File: config.mk
export PLATFORM = sky130hd
export DESIGN_NAME = debounce_pio
export DESIGN_NICKNAME = d
export VERILOG_FILES = /design/src/rtl/debounce_pio.sv
export SDC_FILE = /design/constraint.sdc
export NUM_CORES = 1
export LEC_CHECK = 0
export CAP_MARGIN = 40
export CELL_PAD_IN_SITES_DETAIL_PLACEMENT = 1
export CELL_PAD_IN_SITES_GLOBAL_PLACEMENT = 1
export CORE_MARGIN = 5
export CORE_UTILIZATION = 51
export DETAILED_ROUTE_END_ITERATION = 8
export DONT_BUFFER_PORTS = 1
export PLACE_DENSITY = 0.84
export REMOVE_ABC_BUFFERS = 1
export SETUP_SLACK_MARGIN = 0.1
export SYNTH_ARGS = -nofsm -noshare
export SYNTH_HDL_FRONTEND = slang
export SYNTH_SLANG_ARGS = --single-unit
export TNS_END_PERCENT = 20
File: constraint.sdc
create_clock -name clk -period 1.3 [get_ports clk]
set_input_delay 0.13 -clock clk [delete_from_list [all_inputs] [get_ports clk]]
set_output_delay 0.13 -clock clk [all_outputs]
set_load 0.1 [all_outputs]
File: src/rtl/debounce_pio.sv
// debounce_pio: debounced button/switch PIO with edge capture and interrupt.
//
// Each in_port bit is synchronised (2 flops), then debounced by a per-bit
// counter: a new level must be seen on DEBOUNCE_CYCLES consecutive edges
// before it replaces the debounced value. Qualified transitions of the
// selected polarity set a sticky edgecap bit; irq = |(edgecap & irqmask).
//
// Ports:
//   clk, reset_n       clock, async active-low reset
//   address[1:0]       0 = stable (RO), 1 = reserved (reads 0),
//                      2 = irqmask (RW), 3 = edgecap (R, write-1-to-clear)
//   chipselect,write_n write strobe (write when chipselect & !write_n)
//   writedata[WIDTH]   write data
//   in_port[WIDTH]     raw asynchronous inputs
//   readdata[WIDTH]    registered read data, one-cycle latency, unqualified
//   irq                level interrupt, active high

// Per-bit synchroniser + debouncer. o_edge pulses on the same edge that
// r_stable takes its new value, filtered by EDGE_MODE polarity.
module debounce_pio_lane #(
  parameter int DEBOUNCE_CYCLES = 16,
  parameter int EDGE_MODE       = 0,
  parameter int CW              = $clog2(DEBOUNCE_CYCLES + 1)
) (
  input  logic clk,
  input  logic reset_n,
  input  logic i_in,
  output logic o_stable,
  output logic o_edge
);
  logic          r_sync1, r_sync2, r_stable;
  logic [CW-1:0] r_cnt;
  logic          w_diff, w_done;

  assign w_diff = r_sync2 ^ r_stable;
  assign w_done = w_diff && (r_cnt == CW'(DEBOUNCE_CYCLES - 1));

  always_ff @(posedge clk or negedge reset_n) begin
    if (!reset_n) begin
      r_sync1  <= 1'b0;
      r_sync2  <= 1'b0;
      r_stable <= 1'b0;
      r_cnt    <= '0;
    end else begin
      r_sync1 <= i_in;
      r_sync2 <= r_sync1;
      if (!w_diff) begin
        r_cnt <= '0;                 // agreement (or glitch ended) restarts qualification
      end else if (w_done) begin
        r_stable <= r_sync2;
        r_cnt    <= '0;
      end else begin
        r_cnt <= r_cnt + CW'(1);
      end
    end
  end

  assign o_stable = r_stable;
  // r_sync2 is the level being adopted, so it gives the direction of the change
  assign o_edge = (EDGE_MODE == 0) ? (w_done &  r_sync2) :
                  (EDGE_MODE == 1) ? (w_done & ~r_sync2) :
                                      w_done;
endmodule

module debounce_pio #(
  parameter int WIDTH           = 12,
  parameter int DEBOUNCE_CYCLES = 16,
  parameter int EDGE_MODE       = 0
) (
  input  logic             clk,
  input  logic             reset_n,
  input  logic [1:0]       address,
  input  logic             chipselect,
  input  logic             write_n,
  input  logic [WIDTH-1:0] writedata,
  input  logic [WIDTH-1:0] in_port,
  output logic [WIDTH-1:0] readdata,
  output logic             irq
);
  logic [WIDTH-1:0] w_stable, w_edge, w_clr;
  logic [WIDTH-1:0] r_edgecap, r_irqmask, r_readdata;
  logic             w_wr;

  genvar gi;
  generate
    for (gi = 0; gi < WIDTH; gi++) begin : g_lane
      debounce_pio_lane #(
        .DEBOUNCE_CYCLES(DEBOUNCE_CYCLES),
        .EDGE_MODE      (EDGE_MODE)
      ) u_lane (
        .clk     (clk),
        .reset_n (reset_n),
        .i_in    (in_port[gi]),
        .o_stable(w_stable[gi]),
        .o_edge  (w_edge[gi])
      );
    end
  endgenerate

  assign w_wr  = chipselect & ~write_n;
  assign w_clr = (w_wr && address == 2'd3) ? writedata : '0;

  always_ff @(posedge clk or negedge reset_n) begin
    if (!reset_n) begin
      r_irqmask  <= '0;
      r_edgecap  <= '0;
      r_readdata <= '0;
    end else begin
      if (w_wr && address == 2'd2) r_irqmask <= writedata;
      // set is OR'd in after the clear so a coincident capture survives
      r_edgecap <= (r_edgecap & ~w_clr) | w_edge;
      case (address)
        2'd0:    r_readdata <= w_stable;
        2'd2:    r_readdata <= r_irqmask;
        2'd3:    r_readdata <= r_edgecap;
        default: r_readdata <= '0;
      endcase
    end
  end

  assign readdata = r_readdata;
  assign irq      = |(r_edgecap & r_irqmask);
endmodule
=== Word-level counts from Yosys, hierarchy flattened ===
Index checks and enable logic that the tools add are counted.

* Add/sub/neg operators: 12
* Eq/ne operators: 14
* Multiplexer cells: 26
* Bitwise logic cells: 30
* Reduce and logical (&&, ||, !) cells: 28

{| class="wikitable"
|+ Operators with widths
! operator !! number
|-
| two-way mux 5 bit || 24
|-
| adder 5 x 1 -> 5 bit (second input constant) || 12
|-
| equality test 5 x 4 -> 1 bit (second input constant) || 12
|-
| case mux 12 bit (3 select lines) || 1
|-
| bitwise AND 12 bit || 2
|-
| AND reduction 2 bit || 12
|-
| logical AND 1 bit || 14
|-
| bitwise AND 1 bit || 13
|-
| two-way mux 12 bit || 1
|-
| inverter 12 bit || 1
|-
| OR 12 bit || 1
|-
| OR reduction 12 bit || 1
|-
| bitwise XOR 1 bit || 12
|-
| equality test 2 bit (second input constant) || 2
|-
| zero test 2 bit || 1
|-
| inverter 1 bit || 1
|}

* Register bits: 132
* Input port bits: 30
* Word-level logic and storage cells: 161

=== Logic depth before layout (Yosys ltp) ===
Gate-level depths: netlist of the first run.

* Depth after elaboration: 7
* Depth in mapped cells: 4
* Gate-level depth less buffers: 4

=== Hierarchy ===
From an unflattened synthesis of the first run, not the netlist that was laid out.

* Cell total of the unflattened synthesis: 412
* Area, all modules: 5,327.6 sq um

{| class="wikitable"
|+ Modules (own cells, without submodules)
! module !! instances !! cells an instance !! area each (sq um) !! seq. area each (sq um)
|-
| debounce_pio_lane || 12 || 24 || 312.8 || 200.2
|-
| debounce_pio || 1 || 124 || 1,574.0 || 900.9
|}

=== Least setup slack after synthesis of the first run ===
Ideal clock, no wire load.

* Path kind: register -> output
* Start point: register r_irqmask[4]
* End point: output irq
* Arrival: 1.565 ns
* Setup slack: -0.395 ns
* Cell stages (with the launch flop): 4
* Buffers on the path: 0
* Path through: dfrtp_1 > a22o_1 > a221oi_1 > nand3_1

* Longest elaborated chain between the ends: 2

{| class="wikitable"
|+ RTL lines
! what !! RTL line !! RTL
|-
| start: declaration || 81 || <nowiki>logic [WIDTH-1:0] r_edgecap, r_irqmask, r_readdata;</nowiki>
|-
| start signal: assignment || 109 || <nowiki>if (w_wr && address == 2'd2) r_irqmask <= writedata;</nowiki>
|-
| bitwise AND 12 bit || 122 || <nowiki>assign irq = |(r_edgecap & r_irqmask);</nowiki>
|-
| OR reduction 12 bit || 122 ||
|-
| end: declaration || 78 || <nowiki>output logic irq</nowiki>
|}

No other way between the ends.

=== Worst setup path in the final report of the first run ===
* Start point: register r_irqmask[3]
* End point: output irq

The elaborated chain is that of the path after synthesis.

==> reports/metrics.yaml, run 1 <==
run_status:
  outcome: "finished with violations"
  violations: "negative hold slack, negative setup slack"
clock_tree:
  cts.htree.levels: 4
  cts_tree: "built"
  postCtsHoldBufs: 26
  clkLatencyLatePin_ns: 0.55
  cts.sinks: 132
  clk_path_buf_depth: 2
  clk_pin_slew_ns: 0.07
  cts_root_buffer: "clkbuf_8"
  cts_buffers: 17
timing:
  finalHoldWorstSlack_ns: -0.727
  worst_slew_pin_slew_ns: 0.746
  worst_slack_ns: -0.672
  fin_setup_tns_ns: -0.808
  hold_viol: 132
  relSlewSlack_pct: 50.3
  layout_min_cycle_time_ns: 1.97
  clock.fmax_ghz: 0.507
  setup_viol: 7
  final_max_slew_viol_count: 0
  post-route-period-util_pct: 152
  fin_skew_ns: 0.0125
  grt_setup_unrepaired: "true"
synth:
  yosysMostFrequentCell: "dfrtp_1"
  seq_area_frac_synth_pct: 63.6
  synth_area_per_cell_um2: 13.1
  synth_edf_count: 0
  async_reset_ff_share_pct: 100
  yosysTopAreaCell: "dfrtp_1"
  ys_ff_latch: 132
  netlist.area_leader.share_pct: 63.6
  ys.flop_type: "dfrtp_1"
  synth_cell_types: 21
  syn_area_um2: 5200
  synthTopCellsByArea: "dfrtp_1 (64%), xor2_1 (6.1%), mux2_2 (5.6%), nor2_1 (3.3%), ha_1 (2.9%)"
  syn_inst: 396
  synth_common_cells: "dfrtp_1 (132), nor2_1 (46), xor2_1 (36), mux2_2 (26), nand3_1 (25)"
  yosysWarnings: 0
flow_run:
  drv_cap: 0
setup_path:
  startpoint: "r_irqmask[3]"
  worstPathRequired_ns: 1.17
  criticalPathCategory: "register to output port"
  arrival_ns: 1.84
  reg2reg_to: "g_lane[3].u_lane.o_stable"
  reg2reg_depth: 4
  crit_path_start_kind: "register"
  critPathCaptureType: "output port"
  r2r-start: "g_lane[3].u_lane.r_cnt[1]"
  regToRegSetupSlack_ns: -0.04
  critical_path_peak_fanout: 2
global_routing:
  antenna_found_initial: 3
  grt_util_all_layers_pct: 29.7
  grt_use_met3_pct: 9.88
  met2_usage_pct: 51.2
  overflow: 0
  grt_pass1_vias: 4381
  grt_pass1_wl_um: 27200
  gr-max-usage-layer: "met2"
  grt_max_degree: 133
  use_met1_pct: 34.3
power:
  powerDensity_nw_per_um2: 1490
  total_leakage_power_nw: 3.52
  ir_drop_uv: 1960
routing:
  drc: 0
  drtAntennaViolNets: 0
  drt_first_pass_iters: 7
  dr.first_iter.drc_count: 318
  wl_um: 20700
  wl_per_cell_um: 31.9
  vias_per_cell: 6.07
  dr_total_vias: 3938
die:
  core_um2: 9860
  start_util_pct: 52.7
  rows: 36
  dieArea_um2: 12300
  io_pins: 43
  fp.dieH_um: 111
  dieWidth_um: 111
finish:
  fillers: 826
  drive_gt1_share_pct: 37.9
  fin_area_um2: 7470
  nNetsFinal: 543
  area_growth_syn_to_layout_pct: 43.6
  final_util_pct: 75.7
hold_path:
  min_path_type: "input pin to asynchronous set/reset pin"
placed_design:
  place_hpwl_um: 7520
  gp_congestion: 0.752
  dpl-instance-area_um2: 5610
  portBuffers: 0
-- how the worst max path moves through the flow --
stage               end
floorplan           irq
CTS                 irq
global placement    irq
detailed placement  irq
finish              irq
global route        irq
-- sequential cells by signal, indices dropped and copies added, names as in the netlist --
register                count
g_lane.u_lane.r_cnt        60
r_edgecap                  12
g_lane.u_lane.r_sync1      12
g_lane.u_lane.o_stable     12
readdata                   12
g_lane.u_lane.r_sync2      12
r_irqmask                  12
-- layout make-up --
cell class	instances	area (µm²)	area share (%)
Clock inverter	9	124	1.66
Timing Repair Buffer	91	951	12.7
Tap cell	133	166	2.23
Inverter	21	78.8	1.06
Sequential cell	132	3300	44.2
Clock buffer	23	487	6.52
Multi-Input combinational cell	238	2350	31.5
Antenna cell	2	5.00	0.0670
-- cells by family after synthesis --
family          Yosys count  synth area share [%]
fa+ha+maj                12                  2.89
buf+inv                  26                  2.12
xor+xnor                 36                  6.07
simple gates            112                  10.4
mux                      36                  8.52
compound gates           42                  6.50
flops                   132                  63.6
-- metal layers --
metal / up-vias / share of wire (%)
met1: 2075 / 38
met5: - / 0.063
li1: 1572 / -
met4: 2 / 5.0
met2: 210 / 52
met3: 79 / 5.4
-- placed cells by master (no fill, tap or decap), drive strengths merged --
cell / count
dfrtp: 132
buf: 65
nor2: 46
xor2: 36
mux2: 36
dlygate4sd3: 25
nand3: 25
clkbuf: 23
inv: 21
a22o: 15
and2: 15
nand2: 12
and3: 12
ha: 12
o21ai: 12
a32o: 12
clkinv: 6
a221oi: 3
bufinv: 3
diode: 2
and4b: 1
and4bb: 1
dlymetal6s4s: 1
-- worst max-delay path, cell delays in order (launching register included) --
cell	delay [ns]
dfrtp_1	0.42
a22o_1	0.27
a221oi_2	0.24
nand3_2	0.16
buf_12	0.20
-- timing repair --
item / in CTS / in global routing
buffers inserted: 22 / 8
endpoints found under the setup margin: 65 / 84
hold endpoints to repair: 180 / 132
gates cloned: 0 / 0
pin swaps: 28 / 30
resized for setup: 129 / 46
-- per-stage QoR --
step | setup slack, ns | power [mW] | std cells
3_3_place_gp | -0.0858 | 5.34 | 560
6_report | -0.672 | 11.1 | 649
5_1_grt | -0.711 | 11.4 | 649
2_1_floorplan | -0.395 | 5.12 | 391
4_1_cts | -0.600 | 10.7 | 641
3_5_place_dp | -0.183 | 5.40 | 561
-- report_power, final --
part | switching, mW | internal, mW
logic | 0.688 | 0.651
registers | 0.307 | 4.35
clock network | 1.98 | 3.17
Power figures use the tool's default switching activity.
==> inputs of run 2 (changes only) <==
CORE_MARGIN = 1   (was 5)
CTS_BUF_LIST = sky130_fd_sc_hd__clkbuf_16   (was unset)
TNS_END_PERCENT = unset   (was 20)
==> reports/metrics.yaml, run 2 <==
run_status:
  outcome: "stopped before the end"
  stop_stage: "global routing (5_1_grt)"
  tool.error: "[ERROR GRT-0232] Routing congestion too high. Check the congestion heatmap in the GUI."
timing:
  worst_endpoint_kind: "primary output"
  grt-worst-endpoint: "irq"
placed_design:
  portBuffers: 0  # unchanged
  gp_congestion: 0.721  # -4.1%
  place_hpwl_um: 7270  # -3.3%
clock_tree:
  clk_path_buf_depth: 2  # unchanged
  cts_buffers: 17  # unchanged
  cts.sinks: 132  # unchanged
  cts_root_buffer: "clkbuf_16"
  cts.htree.levels: 4  # unchanged
synth:
  syn_area_um2: 5200  # unchanged
  yosys-mux-area-fraction_pct: 8.52  # unchanged
  synth_compound_area_share_pct: 6.50  # unchanged
  synth_area_per_cell_um2: 13.1  # unchanged
  synth_top_family_by_area: "simple AND/OR/NAND/NOR gates"
  netlist.area_leader.share_pct: 63.6  # unchanged
  yosysWarnings: 0  # unchanged
  synth_edf_count: 0  # unchanged
  yosysTopAreaCell: "dfrtp_1"
  synthSimpleGateAreaFrac_pct: 10.4  # unchanged
  ys_ff_latch: 132  # unchanged
  syn_inst: 396  # unchanged
  synth_cell_types: 21  # unchanged
  ys.flop_type: "dfrtp_1"
  synthXorXnorAreaFrac_pct: 6.07  # unchanged
  seq_area_frac_synth_pct: 63.6  # unchanged
  yosysMostFrequentCell: "dfrtp_1"
  async_reset_ff_share_pct: 100  # unchanged
  synth_fa_ha_area_share_pct: 2.89  # unchanged
  synthTopCellsByArea: "dfrtp_1 (64%), xor2_1 (6.1%), mux2_2 (5.6%), nor2_1 (3.3%), ha_1 (2.9%)"
  synth_common_cells: "dfrtp_1 (132), nor2_1 (46), xor2_1 (36), mux2_2 (26), nand3_1 (25)"
global_routing:
  overflow: 60
  antenna_found_initial: 2
  grt_util_all_layers_pct: 72.6
  grt_max_degree: 133
die:
  rows: 36  # unchanged
  io_pins: 43  # unchanged
  start_util_pct: 52.9  # +0.24 points
  dieWidth_um: 103  # -7.2%
  fp.dieH_um: 103  # -7.2%
-- run 2: cell counts after synthesis --
No cell type changed its count.
-- run 2: kinds of logic after synthesis --
logic type                 after synthesis
and+or+nand+nor                        112
adders and majority gates               12
muxes                                   36
xor gates and xnor gates                36
buffers and inverters                   26
AOI/OAI and AO/OA                       42
DFF                                    132
-- run 2: what timing repair did --
action / in CTS
hold endpoints to repair: 180
hold buffers: 27
pin swaps: 36
gates resized for setup: 109
endpoints found under the setup margin: 55
setup buffers: 34
-- run 2: routing by layer --
layer / GRT usage, % / overflow
met5: 14.4 / 0
met4: 72.8 / 19
met3: 55.4 / 1
met2: 89.4 / 39
met1: 74.8 / 1
-- run 2: per-stage QoR --
step / TNS, ns / cells / instance area, µm² / utilization (%) / setup slack, ns
after floorplan: -0.395 / 391 / 5170 / - / -0.395
after global placement: -0.0815 / 559 / 5610 / 57.1 / -0.0815
after detailed placement: -0.496 / 560 / 5620 / 57.2 / -0.123
after CTS: -0.466 / 653 / 7220 / 73.6 / -0.466
==> inputs of run 3 (changes only) <==
CELL_PAD_IN_SITES_DETAIL_PLACEMENT = unset   (was 1)
CELL_PAD_IN_SITES_GLOBAL_PLACEMENT = unset   (was 1)
CORE_UTILIZATION = 40   (was 51)
CTS_BUF_LIST = unset   (was sky130_fd_sc_hd__clkbuf_16)
PLACE_DENSITY = unset   (was 0.84)
PLACE_DENSITY_LB_ADDON = 0.15   (was unset)
SETUP_SLACK_MARGIN = unset   (was 0.1)
==> reports/metrics.yaml, run 3 (same netlist as run 1, synthesis figures left out) <==
finish:
  area_growth_syn_to_layout_pct: 31.9
  regMostFlops: "g_lane.u_lane.r_cnt"
  nNetsFinal: 528
  drive_gt1_share_pct: 30.3
  final_util_pct: 54.3
  fin_area_um2: 6860
  final_cell_mix: "dfrtp_1 (132), buf_4 (49), xor2_1 (36), nor2_1 (34)"
  largest_reg_flops: 60
  fin_cells: 672
  final_common_cell: "dfrtp_1"
routing:
  drtAntennaViolNets: 0
  drt_first_pass_iters: 4
  vias_per_cell: 4.74
  dr.first_iter.drc_count: 154
  wl_per_cell_um: 14.3
  dr_total_vias: 3188
  wl_um: 9600
  drc: 0
clock_tree:
  cts.htree.levels: 4  # unchanged
  cts.sinks: 132  # unchanged
  cts_buffers: 17  # unchanged
  clk_path_buf_depth: 2  # unchanged
  cts_tree: "built"
  clkLatencyLatePin_ns: 0.42
  cts_root_buffer: "clkbuf_16"
  clk_pin_slew_ns: 0.06
  postCtsHoldBufs: 26  # -3.7%
timing:
  setup_viol: 1
  post-route-period-util_pct: 137
  final_max_slew_viol_count: 0
  relSlewSlack_pct: 61.9
  grt_setup_unrepaired: "true"
  layout_min_cycle_time_ns: 1.78
  worst_slew_pin_slew_ns: 0.572
  worst_slack_ns: -0.477
  fin_skew_ns: 0.00708
  clock.fmax_ghz: 0.563
  hold_viol: 132
  fin_setup_tns_ns: -0.477
  finalHoldWorstSlack_ns: -0.585
placed_design:
  portBuffers: 0  # unchanged
  dpl.cell_count: 606  # +8.2%
  place_hpwl_um: 6190  # -15%
  dpl-instance-area_um2: 5720  # +1.8%
  gp_congestion: 0.720  # -0.12%
global_routing:
  grt_max_degree: 133
  grt_pass1_wl_um: 16000
  grt_util_all_layers_pct: 16.2
  overflow: 0
  grt_pass1_vias: 3330
  antenna_found_initial: 1
setup_path:
  critPathCaptureType: "output port"
  criticalPathCategory: "register to output port"
  worstPathRequired_ns: 1.17
  arrival_ns: 1.65
  crit_path_start_kind: "register"
  critical_path_peak_fanout: 2
die:
  io_pins: 43  # unchanged
  dieArea_um2: 13500
  core_um2: 12600
  start_util_pct: 41.2  # -12 points
  fp.dieH_um: 116  # +13%
  rows: 41  # +14%
  dieWidth_um: 116  # +13%
hold_path:
  min_path_type: "input pin to asynchronous set/reset pin"
run_status:
  outcome: "finished with violations"
  violations: "negative hold slack, negative setup slack"
flow_run:
  drv_cap: 0
power:
  ir_drop_uv: 1080
  total_leakage_power_nw: 3.33
  powerDensity_nw_per_um2: 1540
[run 3: repair_timing]
| item | in CTS | in global routing |
|---|---|---|
| setup endpoints to repair | 3 | 37 |
| setup buffers | 0 | 7 |
| pin swaps | 1 | 14 |
| resized for setup | 6 | 38 |
| hold endpoints to repair | 180 | 132 |
| gates cloned | 0 | 0 |
[run 3: final timing paths]
check / depth (start not counted) / to / slack, ns / from
max: 4 / irq / -0.48 / r_edgecap[4]
min: 0 / g_lane[1].u_lane.r_cnt[0] / -0.58 / reset_n
max reg2reg: 4 / g_lane[5].u_lane.o_stable / 0.03 / g_lane[5].u_lane.r_cnt[1]
min reg2reg: 0 / g_lane[3].u_lane.r_sync2 / 0.35 / g_lane[3].u_lane.r_sync1
max in group asynchronous: 0 / r_edgecap[6] / 1.70 / reset_n
min in group clk: 2 / readdata[5] / 0.02 / address[0]
[run 3: layout make-up]
type,count,area (µm²)
clock inverter,12,178
timing repair buffer,76,651
tap,172,215
multi-input combinational,238,1960
sequential,132,3300
clock buffer,20,467
antenna,1,2.50
fill,1090,5760
inverter,21,78.8
[run 3: critical path, stage by stage, from the launching register on]
cell	delay (ns)
dfrtp_1	0.38
a22o_1	0.27
a221oi_2	0.23
nand3_2	0.15
buf_12	0.20
[run 3: through the flow]
step / setup WS [ns] / power, mW
final: -0.477 / 10.6
after global routing: -0.562 / 11.0
after CTS: -0.475 / 10.6
after detailed placement: -0.127 / 5.39
after global placement: -0.121 / 5.36
after floorplan: -0.395 / 5.12
[run 3: per-layer routing]
metal,vias up,global-route usage (%),wire length (µm)
met1,1575,19.8,4380
met3,17,5.44,406
met5,-,0,0
met2,47,25.4,4640
li1,1549,-,-
met4,0,8.21,181
[run 3: power by group]
group | total, mW | leakage [nW] | switching, mW | internal, mW
registers | 4.53 | 1.73 | 0.180 | 4.35
logic | 0.920 | 1.29 | 0.456 | 0.463
clock network | 5.11 | 0.304 | 1.75 | 3.36
total | 10.6 | 3.33 | 2.39 | 8.17
==> inputs of run 4 (changes only) <==
SLEW_MARGIN = 5   (was unset)
==> results of run 4 <==
No change in the layout: final DEF, timing and power equal those of run 3.
==> RTL edit: new RTL, settings of run 3 <==
`EDGE_MODE` is set to 0 in 2 places; all go to 1.
--- a/src/rtl/debounce_pio.sv
+++ b/src/rtl/debounce_pio.sv
@@ -20,5 +20,5 @@
 module debounce_pio_lane #(
   parameter int DEBOUNCE_CYCLES = 16,
-  parameter int EDGE_MODE       = 0,
+  parameter int EDGE_MODE       = 1,
   parameter int CW              = $clog2(DEBOUNCE_CYCLES + 1)
 ) (
@@ -66,5 +66,5 @@
   parameter int WIDTH           = 12,
   parameter int DEBOUNCE_CYCLES = 16,
-  parameter int EDGE_MODE       = 0
+  parameter int EDGE_MODE       = 1
 ) (
   input  logic             clk,
Behaviour: no difference found for any inputs over 10 cycles, from zero or initial values and one cycle with reset_n low; that may be too few to reach the edited logic, so the function may still have changed.
==> RTL edit against run 3 <==
  * The flow still finishes with violations (hold timing, setup timing)
  * Cell area shrank 1.1%
  * Count of clock-buffer cells in the layout grew 5
  * Final cell count shrank 0.89%
  * Via count grew 1.1%
  * Total power shrank 5.2%
  * Area after synthesis is essentially flat
  * Routed wire length grew 2.4%
  * Largest cell class unchanged
  * Sequential cell count is the same
  * Clock power shrank 10%
  * Worst setup slack gained 0.026 ns
  * Non-clock buffer count shrank 2
  * Worst hold slack lost 0.0036 ns
  * Sequential share of layout area grew 0.52 points
==> RTL edit: results <==
{
  "status": "finished with violations",
  "failed_checks": "hold timing, setup timing",
  "setup_viol_count_final": 1,
  "fill_cells": 1078,
  "r2r_start": "g_lane[5].u_lane.r_cnt[0]",
  "inv_count": 20,
  "dpl_cell_area_um2": 5680,
  "buffers": 74,
  "wire_per_inst_um": 14.8,
  "grt_pass1_wl_um": 16200,
  "viasPerCell": 4.84,
  "post-place-ws_ns": -0.0732,
  "nClkBuffers": 25,
  "ys_top_cells_by_count": "dfrtp_1 (132), nor2_1 (45), xor2_1 (36)",
  "setup_ws_ns": -0.451,
  "holdWs_ns": -0.588,
  "gr-usage-met1_pct": 21.0,
  "syn_inst": 395,
  "wl_met1_um": 4470,
  "cp_data_arrival_time_ns": 1.62,
  "fin_tns_setup_ns": -0.451,
  "routed_wl_um": 9840,
  "n_antenna_cell": 0,
  "wl_met3_um": 459,
  "grt.total_usage_pct": 16.3,
  "gp_congestion": 0.709,
  "hold_violations": 132,
  "place_hpwl_um": 6030,
  "multi_input_area_share_pct": 29.4,
  "dp.cells": 600
}
## RTL edit: cell types whose count changed in the layout (fill, tap and decap cells not counted), sizes merged, moves of 2 or more
cell and change:
bufinv -2, buf -2, clkinvlp -4, clkbuf +5
## RTL edit: power by group
group	internal, mW	switching, mW
combinational	0.443	0.456
clock	2.94	1.64
sequential	4.35	0.177
## RTL edit: kinds of logic (layout without fill, tap and decap cells)
kind of cell	count (synthesis)	in the layout	synth area share (%)
AO/OA/AOI/OAI	42	42	6.50
XOR/XNOR	36	36	6.07
multiplexers	36	36	8.52
adder cells (fa/ha/maj)	12	12	2.89
flip-flops	132	132	63.6
AND/OR/NAND/NOR	112	112	10.4
buffers and inverters	25	124	2.05
## RTL edit: worst max-delay path, delay by kind of cell, from the launching register on
kind | cells | cell delay [ns]
buf+inv | 1 | 0.20
flops | 1 | 0.37
simple gates | 1 | 0.16
compound gates | 2 | 0.47
